==> config.mk <==
export PLATFORM = sky130hd
export DESIGN_NAME = throw_traj_gen
export DESIGN_NICKNAME = d
export VERILOG_FILES = /design/src/rtl/throw_traj_gen.sv
export SDC_FILE = /design/constraint.sdc
export NUM_CORES = 1
export LEC_CHECK = 0
export CAP_MARGIN = 0
export CORE_MARGIN = 1.5
export CORE_UTILIZATION = 41
export CTS_CLUSTER_SIZE = 28
export DETAILED_ROUTE_END_ITERATION = 7
export DONT_BUFFER_PORTS = 1
export GPL_TIMING_DRIVEN = 0
export PLACE_DENSITY = 0.61
export SYNTH_ARGS = -nofsm -noshare
export SYNTH_HDL_FRONTEND = slang
export SYNTH_SLANG_ARGS = --single-unit
==> constraint.sdc <==
create_clock -name clk -period 3.36 [get_ports clk]
set_clock_uncertainty 0.05 [all_clocks]
set_input_delay 0.336 -clock clk [delete_from_list [all_inputs] [get_ports clk]]
set_output_delay 0.336 -clock clk [all_outputs]
set_load 0.02 [all_outputs]
==> src/rtl/throw_traj_gen.sv <==
// throw_traj_gen: projectile trajectory generator with per-tick integration and outcome detection
module throw_traj_gen #(
    parameter int TICK_CYCLES = 65000,
    parameter int POS_W       = 12,
    parameter int FORCE_W     = 10,
    parameter int V0          = 27,
    parameter int GRAVITY     = 1,
    parameter int FORCE_NUM   = 23,
    parameter int START_X     = 140,
    parameter int START_Y     = 350,
    parameter int GROUND_Y    = 243,
    parameter int X_MAX       = 1023,
    parameter int WALL_XL     = 490,
    parameter int WALL_XR     = 534,
    parameter int WALL_TOP    = 527,
    parameter int TGT_XL      = 867,
    parameter int TGT_XR      = 1023,
    parameter int TGT_YB      = 243,
    parameter int TGT_YT      = 341,
    parameter int MAX_TICKS   = 255
) (
    input  logic                     clk,
    input  logic                     rst,
    input  logic                     start_i,
    input  logic                     abort_i,
    input  logic                     dir_i,
    input  logic [FORCE_W-1:0]       throw_force_i,
    input  logic signed [7:0]        wind_i,
    output logic signed [POS_W-1:0]  x_pos_o,
    output logic signed [POS_W-1:0]  y_pos_o,
    output logic                     busy_o,
    output logic                     done_o,
    output logic                     hit_target_o,
    output logic [2:0]               result_o
);
    localparam int CW = TICK_CYCLES > 1 ? $clog2(TICK_CYCLES) : 1;
    localparam int NW = MAX_TICKS > 1 ? $clog2(MAX_TICKS + 1) : 1;
    localparam int IW = FORCE_W + 9;
    typedef logic signed [POS_W-1:0] pos_t;
    typedef enum logic [1:0] {IDLE, FLIGHT, RESULT} state_t;
    localparam pos_t SX   = pos_t'(START_X);
    localparam pos_t SY   = pos_t'(START_Y);
    localparam pos_t VY0  = pos_t'(V0);
    localparam pos_t GRV  = pos_t'(GRAVITY);
    localparam pos_t GY   = pos_t'(GROUND_Y);
    localparam pos_t XM   = pos_t'(X_MAX);
    localparam pos_t WXL  = pos_t'(WALL_XL);
    localparam pos_t WXR  = pos_t'(WALL_XR);
    localparam pos_t WTOP = pos_t'(WALL_TOP);
    localparam pos_t TXL  = pos_t'(TGT_XL);
    localparam pos_t TXR  = pos_t'(TGT_XR);
    localparam pos_t TYB  = pos_t'(TGT_YB);
    localparam pos_t TYT  = pos_t'(TGT_YT);
    localparam logic [CW-1:0] TLAST = CW'(TICK_CYCLES - 1);
    localparam logic [NW-1:0] NMAX = NW'(MAX_TICKS);
    localparam logic signed [IW-1:0] FNUM = IW'(FORCE_NUM);
    localparam logic [2:0] R_NONE = 3'd0, R_HIT = 3'd1, R_WALL = 3'd2, R_GND = 3'd3, R_OUT = 3'd4, R_TO = 3'd5;

    state_t          state_q, state_d;
    logic [CW-1:0]   cnt_q, cnt_d;
    pos_t            x_q, x_d, y_q, y_d, vx_q, vx_d, vy_q, vy_d;
    logic [NW-1:0]   n_q, n_d;
    logic [2:0]      res_q, res_d;
    logic            done_q, done_d, hit_q, hit_d, chk_q, chk_d;
    logic            tick;
    logic signed [IW-1:0] f_s, w_s, prod, vx_full;
    pos_t            vx_new;
    logic            in_tgt, in_wall, on_gnd, is_out;
    logic [2:0]      code;

    assign tick    = cnt_q == TLAST;
    assign f_s     = $signed({{(IW-FORCE_W){1'b0}}, throw_force_i});
    assign w_s     = $signed({{(IW-8){wind_i[7]}}, wind_i});
    assign prod    = f_s * FNUM + w_s * f_s;
    assign vx_full = prod >>> 7;
    assign vx_new  = dir_i ? pos_t'(-vx_full) : pos_t'(vx_full);
    assign in_tgt  = x_q >= TXL && x_q <= TXR && y_q >= TYB && y_q <= TYT;
    assign in_wall = x_q >= WXL && x_q <= WXR && y_q <= WTOP;
    assign on_gnd  = y_q <= GY;
    assign is_out  = x_q[POS_W-1] || x_q > XM;
    assign code    = in_tgt ? R_HIT : in_wall ? R_WALL : on_gnd ? R_GND : is_out ? R_OUT : (n_q == NMAX) ? R_TO : R_NONE;

    assign x_pos_o      = x_q;
    assign y_pos_o      = y_q;
    assign busy_o       = state_q == FLIGHT;
    assign done_o       = done_q;
    assign hit_target_o = hit_q;
    assign result_o     = res_q;

    // next-state: launch latch in IDLE, per-tick integration, outcome check the cycle after a tick; abort overrides all
    always_comb begin
        state_d = state_q;
        cnt_d   = tick ? '0 : cnt_q + CW'(1);
        x_d     = x_q;
        y_d     = y_q;
        vx_d    = vx_q;
        vy_d    = vy_q;
        n_d     = n_q;
        res_d   = res_q;
        done_d  = 1'b0;
        hit_d   = 1'b0;
        chk_d   = 1'b0;
        case (state_q)
            IDLE: begin
                x_d = SX;
                y_d = SY;
                if (start_i) begin
                    state_d = FLIGHT;
                    cnt_d   = '0;
                    vx_d    = vx_new;
                    vy_d    = VY0;
                    n_d     = '0;
                    res_d   = R_NONE;
                end
            end
            FLIGHT: begin
                if (tick) begin
                    x_d   = x_q + vx_q;
                    y_d   = y_q + vy_q;
                    vy_d  = vy_q - GRV;
                    n_d   = n_q + NW'(1);
                    chk_d = 1'b1;
                end
                if (chk_q && code != R_NONE) begin
                    state_d = RESULT;
                    res_d   = code;
                    done_d  = 1'b1;
                    hit_d   = code == R_HIT;
                end
            end
            RESULT: begin
                if (!start_i) begin
                    state_d = IDLE;
                    x_d     = SX;
                    y_d     = SY;
                end
            end
            default: state_d = IDLE;
        endcase
        if (abort_i) begin
            state_d = IDLE;
            x_d     = SX;
            y_d     = SY;
            res_d   = res_q;
            done_d  = 1'b0;
            hit_d   = 1'b0;
            chk_d   = 1'b0;
        end
    end

    // state and datapath registers, asynchronously reset to the launch point
    always_ff @(posedge clk or posedge rst) begin
        if (rst) begin
            state_q <= IDLE;
            cnt_q   <= '0;
            x_q     <= SX;
            y_q     <= SY;
            vx_q    <= '0;
            vy_q    <= '0;
            n_q     <= '0;
            res_q   <= R_NONE;
            done_q  <= 1'b0;
            hit_q   <= 1'b0;
            chk_q   <= 1'b0;
        end else begin
            state_q <= state_d;
            cnt_q   <= cnt_d;
            x_q     <= x_d;
            y_q     <= y_d;
            vx_q    <= vx_d;
            vy_q    <= vy_d;
            n_q     <= n_d;
            res_q   <= res_d;
            done_q  <= done_d;
            hit_q   <= hit_d;
            chk_q   <= chk_d;
        end
    end
endmodule

==> results of run 1 <==
==> cell usage after synthesis, drive strengths merged (3+ instances only) <==
cell type	instances
a211oi	7
a21o	12
a21oi	49
a22o	7
a31oi	20
and2	46
and3	13
and4	4
buf	4
clkbuf	21
dfrtp	71
dfstp	9
fa	78
ha	106
inv	143
nand2	95
nand2b	10
nand3	24
nand4	6
nand4b	3
nor2	68
nor2b	8
nor3	22
nor4	5
nor4b	3
o2111ai	3
o211ai	6
o21a	8
o21ai	41
o21bai	4
o221ai	4
o31ai	6
or2	10
or3	7
xnor2	43
xor2	31
==> flip-flops by register name, indices dropped and copies added (netlist names) <==
name,count
cnt_q,16
vx_q,12
vy_q,12
x_pos_o,12
y_pos_o,12
n_q,8
result_o,3
state_q,2
chk_q,1
done_o,1
hit_target_o,1
==> metrics by stage <==
stage                     area (um2)  hold slack, ns  setup TNS (ns)  instances
after global routing           10740         0.01006          -38.32       1356
after detailed placement        9619          0.1521          -42.32       1304
after floorplan                 9239          0.3518          -37.20       1023
after global placement          9589          0.3554          -41.31       1303
after CTS                      10300      0.00007777          -36.71       1341
final                          10740         0.01534          -35.66       1356
==> routing by layer <==
layer,part of all wire [%],vias to the layer above
met1,45,3399
met3,3.3,17
li1,-,3536
met4,1.1,0
met5,0,-
met2,51,95
==> worst min path at each step <==
stage,end,cells after the start,startpoint,slack (ns)
after floorplan,state_q[0],1,abort_i,0.35
after global placement,state_q[0],1,abort_i,0.36
after detailed placement,hit_target_o,1,rst,0.15
after CTS,state_q[0],1,abort_i,0.00008
after global routing,state_q[1],1,abort_i,0.01
final,state_q[1],1,abort_i,0.02
==> timing repair <==
item | in CTS | in global routing
gates resized for setup | 41 | 59
gates cloned | 0 | 0
endpoints found under the hold margin | 17 | 1
setup buffers | 22 | 16
pin swaps | 47 | 52
setup endpoints to repair | 12 | 12
hold buffers | 1 | 1
==> final cells by class <==
cell class	count	area share (%)
Buffer	21	1.049
Tap cell	280	3.263
Clock inverter	4	0.4894
Multi-Input combinational cell	775	65.46
Inverter	143	5.022
Timing Repair Buffer	41	3.577
Sequential cell	80	18.75
Clock buffer	12	2.389
==> worst max-delay path: cells and delay by family <==
family                     cells  cell delay [ns]
xor gates and xnor gates       2             0.28
and+or+nand+nor                2             0.39
adders and majority gates     10             3.57
buffers and inverters          6             0.48
AOI/OAI and AO/OA             10             1.72
==> cells by family (layout without fill, tap and decap cells) <==
kind of cell               after synthesis  after routing  share of synthesized area [%]
DFF                                     80             80                          22.16
xor gates and xnor gates                74             74                          7.134
adders and majority gates              184            184                          31.79
AOI/OAI and AO/OA                      183            183                          13.26
and+or+nand+nor                        331            331                          18.22
buffers and inverters                  168            221                          7.093
muxes                                    3              3                         0.3443
==> out/qor.txt, run 1 <==
fill cell count - 2025
Max Fanout on Critical Path - 12
worst r2r path cells - 11
Starting DRT DRC Count - 238
layout cell share with drive strength beyond 1 - 15.15%
grt met2 use - 31.50%
gate count after technology mapping - 1023
asr flop ratio synth - 100.0%
fin worst setup slack - -3.271 ns
grt peak-use layer - met2
Core Util, Final - 49.36%
port bufs - 0
most frequent cells in the layout - inv_1, nand2_1, ha_1
clock buffer depth - 2
setup violators final - 12
CTS Buf Count - 9
Worst R2R Start - y_pos_o[0]
Die H - 151.9 um
vias in the first global route - 6961
HPWL after DPL - 15.29 mm
Ys Warns - 0
area leader, netlist - dfrtp_1
clock transition at the registers of the reported paths - 0.06 ns
Final Hold Viols - 0
met1 usage - 21.39%
CP Capture Type - flip-flop
Multi-input gate area - 7029 um2
via/cell ratio - 5.197
f_max - 150.8 MHz
RSZ-0062 raised after global routing - true
top cells by area, synth - dfrtp_1, fa_1, ha_1
CTS tree - done
met3 GRT Util - 2.624%
remaining antenna violation count after routing - 0
via count - 7047
fin crit period - 6.631 ns
R2R Path End - y_pos_o[10]
headroom to the max-slew limit - 48.91%
CTS Root Cell - clkbuf_16
Die X - 151.9 um
Starting Density - 41.76%
largest net degree at the start of global routing - 58
WP data arrival - 6.78 ns
worst stage delay on the critical path - 0.53 ns
worst min path class - in -> reg
Syn Area/Cell - 8.881 um2
DRC - 0
Worst Tran Pin Value - 0.7635 ns
Core Box Area - 21760 um2
Ports - 53
number of enable flip-flop cells after synthesis - 0
sequential cell area - 2013 um2
critical path class - in -> reg
sequential cell area fraction in the yosys report - 22.16%
Post-Syn Area - 9085 um2
slowest stage cell, crit path - fa_1
crit path to - vx_q[11]
nature of the critical path startpoint - primary input
final clock period utilization by the worst path - 197.4%
Routability Congestion - 0.8352
max-slew violations - 0
Worst Path Required - 3.51 ns
failing checks - negative setup slack
1st-pass router iterations - 4
P&R area growth vs syn - 18.19%
dominant synthesized flop cell - dfrtp_1
pre-CTS setup slack - -3.917 ns
site row count - 54
Clock Sink Count - 80
flop2flop setup slack - 0.41 ns
max_cap viols - 0
n_diodes - 0
Synth top area share - 19.56%
Synth Register Bits - 80
Tot GR Track Use - 17.23%
Synth cell types - 65
status - finished with violations
initial antenna violation count - 0
number of H-tree levels - 3
fin nets - 1278
syn nets - 1230
full die area - 23060 um2
Clock Latency Late Sink - 0.33 ns
first-pass GRT wire length - 33.14 mm
routed wire length - 19.82 mm
drt wl/cell - 14.62 um
Critical path origin - throw_force_i[3]
commonest non-fill, non-tap cell in the layout - inv_1
total global routing overflow - 0
Power of run 1 is left out: the tool's default activity adds up to more than one toggle a clock period on the data nets, which glitch-free logic cannot reach.
==> inputs of run 2 (changes only) <==
--- a/config.mk
+++ b/config.mk
@@ -7,12 +7,12 @@
 export LEC_CHECK = 0
 export CAP_MARGIN = 0
 export CORE_MARGIN = 1.5
-export CORE_UTILIZATION = 41
+export CORE_UTILIZATION = 30
 export CTS_CLUSTER_SIZE = 28
 export DETAILED_ROUTE_END_ITERATION = 7
 export DONT_BUFFER_PORTS = 1
 export GPL_TIMING_DRIVEN = 0
-export PLACE_DENSITY = 0.61
+export PLACE_DENSITY = 0.5
 export SYNTH_ARGS = -nofsm -noshare
 export SYNTH_HDL_FRONTEND = slang
 export SYNTH_SLANG_ARGS = --single-unit
==> out/qor.txt, run 2 (same netlist as run 1, synthesis figures left out) <==
status - finished with violations
failing checks - negative setup slack
fin nets - 1259 (-1.5%)
HPWL after DPL - 16.12 mm (+5.5%)
commonest non-fill, non-tap cell in the layout - inv_1
sequential cell area - 2013 um2 (unchanged)
site row count - 63 (+17%)
headroom to the max-slew limit - 51.57% (+2.7 points)
f_max - 154.7 MHz (+2.6%)
Worst Tran Pin Value - 0.7237 ns (-0.03981 ns)
Final Instance Count excl. Fillers - 1447 (+6.7%)
Clock Sink Count - 80 (unchanged)
worst min path class - in -> reg
fill cell count - 3076 (+52%)
Starting DRT DRC Count - 247 (+3.8%)
CP Capture Type - flip-flop
CTS Root Cell - clkbuf_16
Critical Path Most Common Cell - fa_1
via count - 6955 (-1.3%)
DRC - 0 (unchanged)
fin crit period - 6.463 ns (-0.1685 ns)
CTS tree - done
fin worst setup slack - -3.103 ns (+0.1685 ns)
cell count after placement - 1414 (+8.4%)
final clock period utilization by the worst path - 192.3% (-5.0 points)
full die area - 31340 um2 (+36%)
critical path class - in -> reg
nature of the critical path startpoint - primary input
port bufs - 0 (unchanged)
number of H-tree levels - 3 (unchanged)
CTS Buf Count - 9 (unchanged)
vias in the first global route - 7204 (+3.5%)
Worst Path Required - 3.52 ns (about the same)
P&R area growth vs syn - 18.12% (about the same)
largest net degree at the start of global routing - 70 (+21%)
Die X - 177.0 um (+17%)
layout cell share with drive strength beyond 1 - 13.53% (-1.6 points)
most frequent cells in the layout - inv_1, nand2_1, ha_1
Clock Latency Late Sink - 0.34 ns (about the same)
1st-pass router iterations - 5 (+1)
n_diodes - 0 (unchanged)
Multi-input gate area - 7069 um2 (+0.57%)
Tot GR Track Use - 13.84% (-3.4 points)
clock transition at the registers of the reported paths - 0.06 ns (about the same)
WP data arrival - 6.63 ns (-0.15 ns)
Die H - 177.0 um (+17%)
max-slew violations - 0 (unchanged)
clock buffer depth - 2 (unchanged)
first-pass GRT wire length - 35.32 mm (+6.6%)
max_cap viols - 0 (unchanged)
Ports - 53 (unchanged)
remaining antenna violation count after routing - 0 (unchanged)
Max Fanout on Critical Path - 12 (unchanged)
setup_tns - -34.10 ns (+1.556 ns)
Largest register FFs - 16 (unchanged)
Core Box Area - 29720 um2 (+37%)
drt wl/cell - 14.20 um (-2.9%)
routed wire length - 20.55 mm (+3.6%)
Final Hold Viols - 0 (unchanged)
Most flops, register - cnt_q
initial antenna violation count - 0 (unchanged)
critical path's top delay family - adder cells
dpl cell area - 9757 um2 (+1.4%)
worst stage delay on the critical path - 0.51 ns (-0.02 ns)
setup violators final - 12 (unchanged)
RSZ-0062 raised after global routing - true
Routability Congestion - 0.8098 (-3.0%)
Starting Density - 30.57% (-11 points)
via/cell ratio - 4.806 (-7.5%)
WP buf/inv - 4 (-2)
total global routing overflow - 0 (unchanged)
Final Instance Area - 10730 um2 (about the same)
slowest stage cell, crit path - fa_1
[run 2: tightest hold or removal path: cells and delay by family]
family | cells | cell delay [ns]
simple gates | 2 | 0.19
compound gates | 1 | 0.06
[run 2: worst paths after layout]
path                             startpoint     endpoint  slack, ns  cells past startpoint
min in group asynchronous               rst  result_o[1]       0.33                      2
setup reg to reg                 y_pos_o[1]  y_pos_o[10]       0.40                     10
setup / recovery           throw_force_i[3]      vx_q[7]      -3.10                     26
hold / removal                      abort_i  result_o[2]       0.24                      3
max in group asynchronous               rst   y_pos_o[1]       2.31                      3
hold reg to reg                     vx_q[0]      vx_q[0]       0.44                      2
[run 2: cell type report]
type | count | share of cell area (%)
Multi-Input combinational cell | 775 | 65.87
Sequential cell | 80 | 18.76
Inverter | 143 | 5.025
Tap cell | 390 | 4.547
Timing Repair Buffer | 24 | 2.227
Clock buffer | 9 | 2.099
Clock inverter | 7 | 0.7345
Buffer | 19 | 0.7345
[run 2: through the flow]
step	setup WS, ns	hold slack, ns	utilization [%]
2_1_floorplan	-3.423	0.3518	-
3_3_place_gp	-3.840	0.3546	32.73
3_5_place_dp	-3.870	0.08157	32.83
4_1_cts	-3.273	0.2343	35.26
5_1_grt	-3.376	0.2549	36.11
6_report	-3.103	0.2371	36.11
[run 2: routing by layer]
layer / vias to the layer above / part of all wire (%) / global-route usage [%]
li1: 3489 / - / -
met1: 3349 / 46 / 17.80
met2: 102 / 48 / 24.10
met3: 15 / 4.1 / 2.234
met4: 0 / 1.5 / 3.319
met5: - / 0 / 0
[run 2: what timing repair did]
| action | 4_1_cts | 5_1_grt |
|---|---|---|
| hold buffers | 2 | 0 |
| endpoints found under the setup margin | 12 | 12 |
| setup buffers | 18 | 3 |
| gates cloned | 0 | 0 |
| resized for setup | 54 | 41 |
| hold endpoints to repair | 13 | 0 |
| pin swaps | 52 | 36 |
Power of run 2 is left out for the same reason.
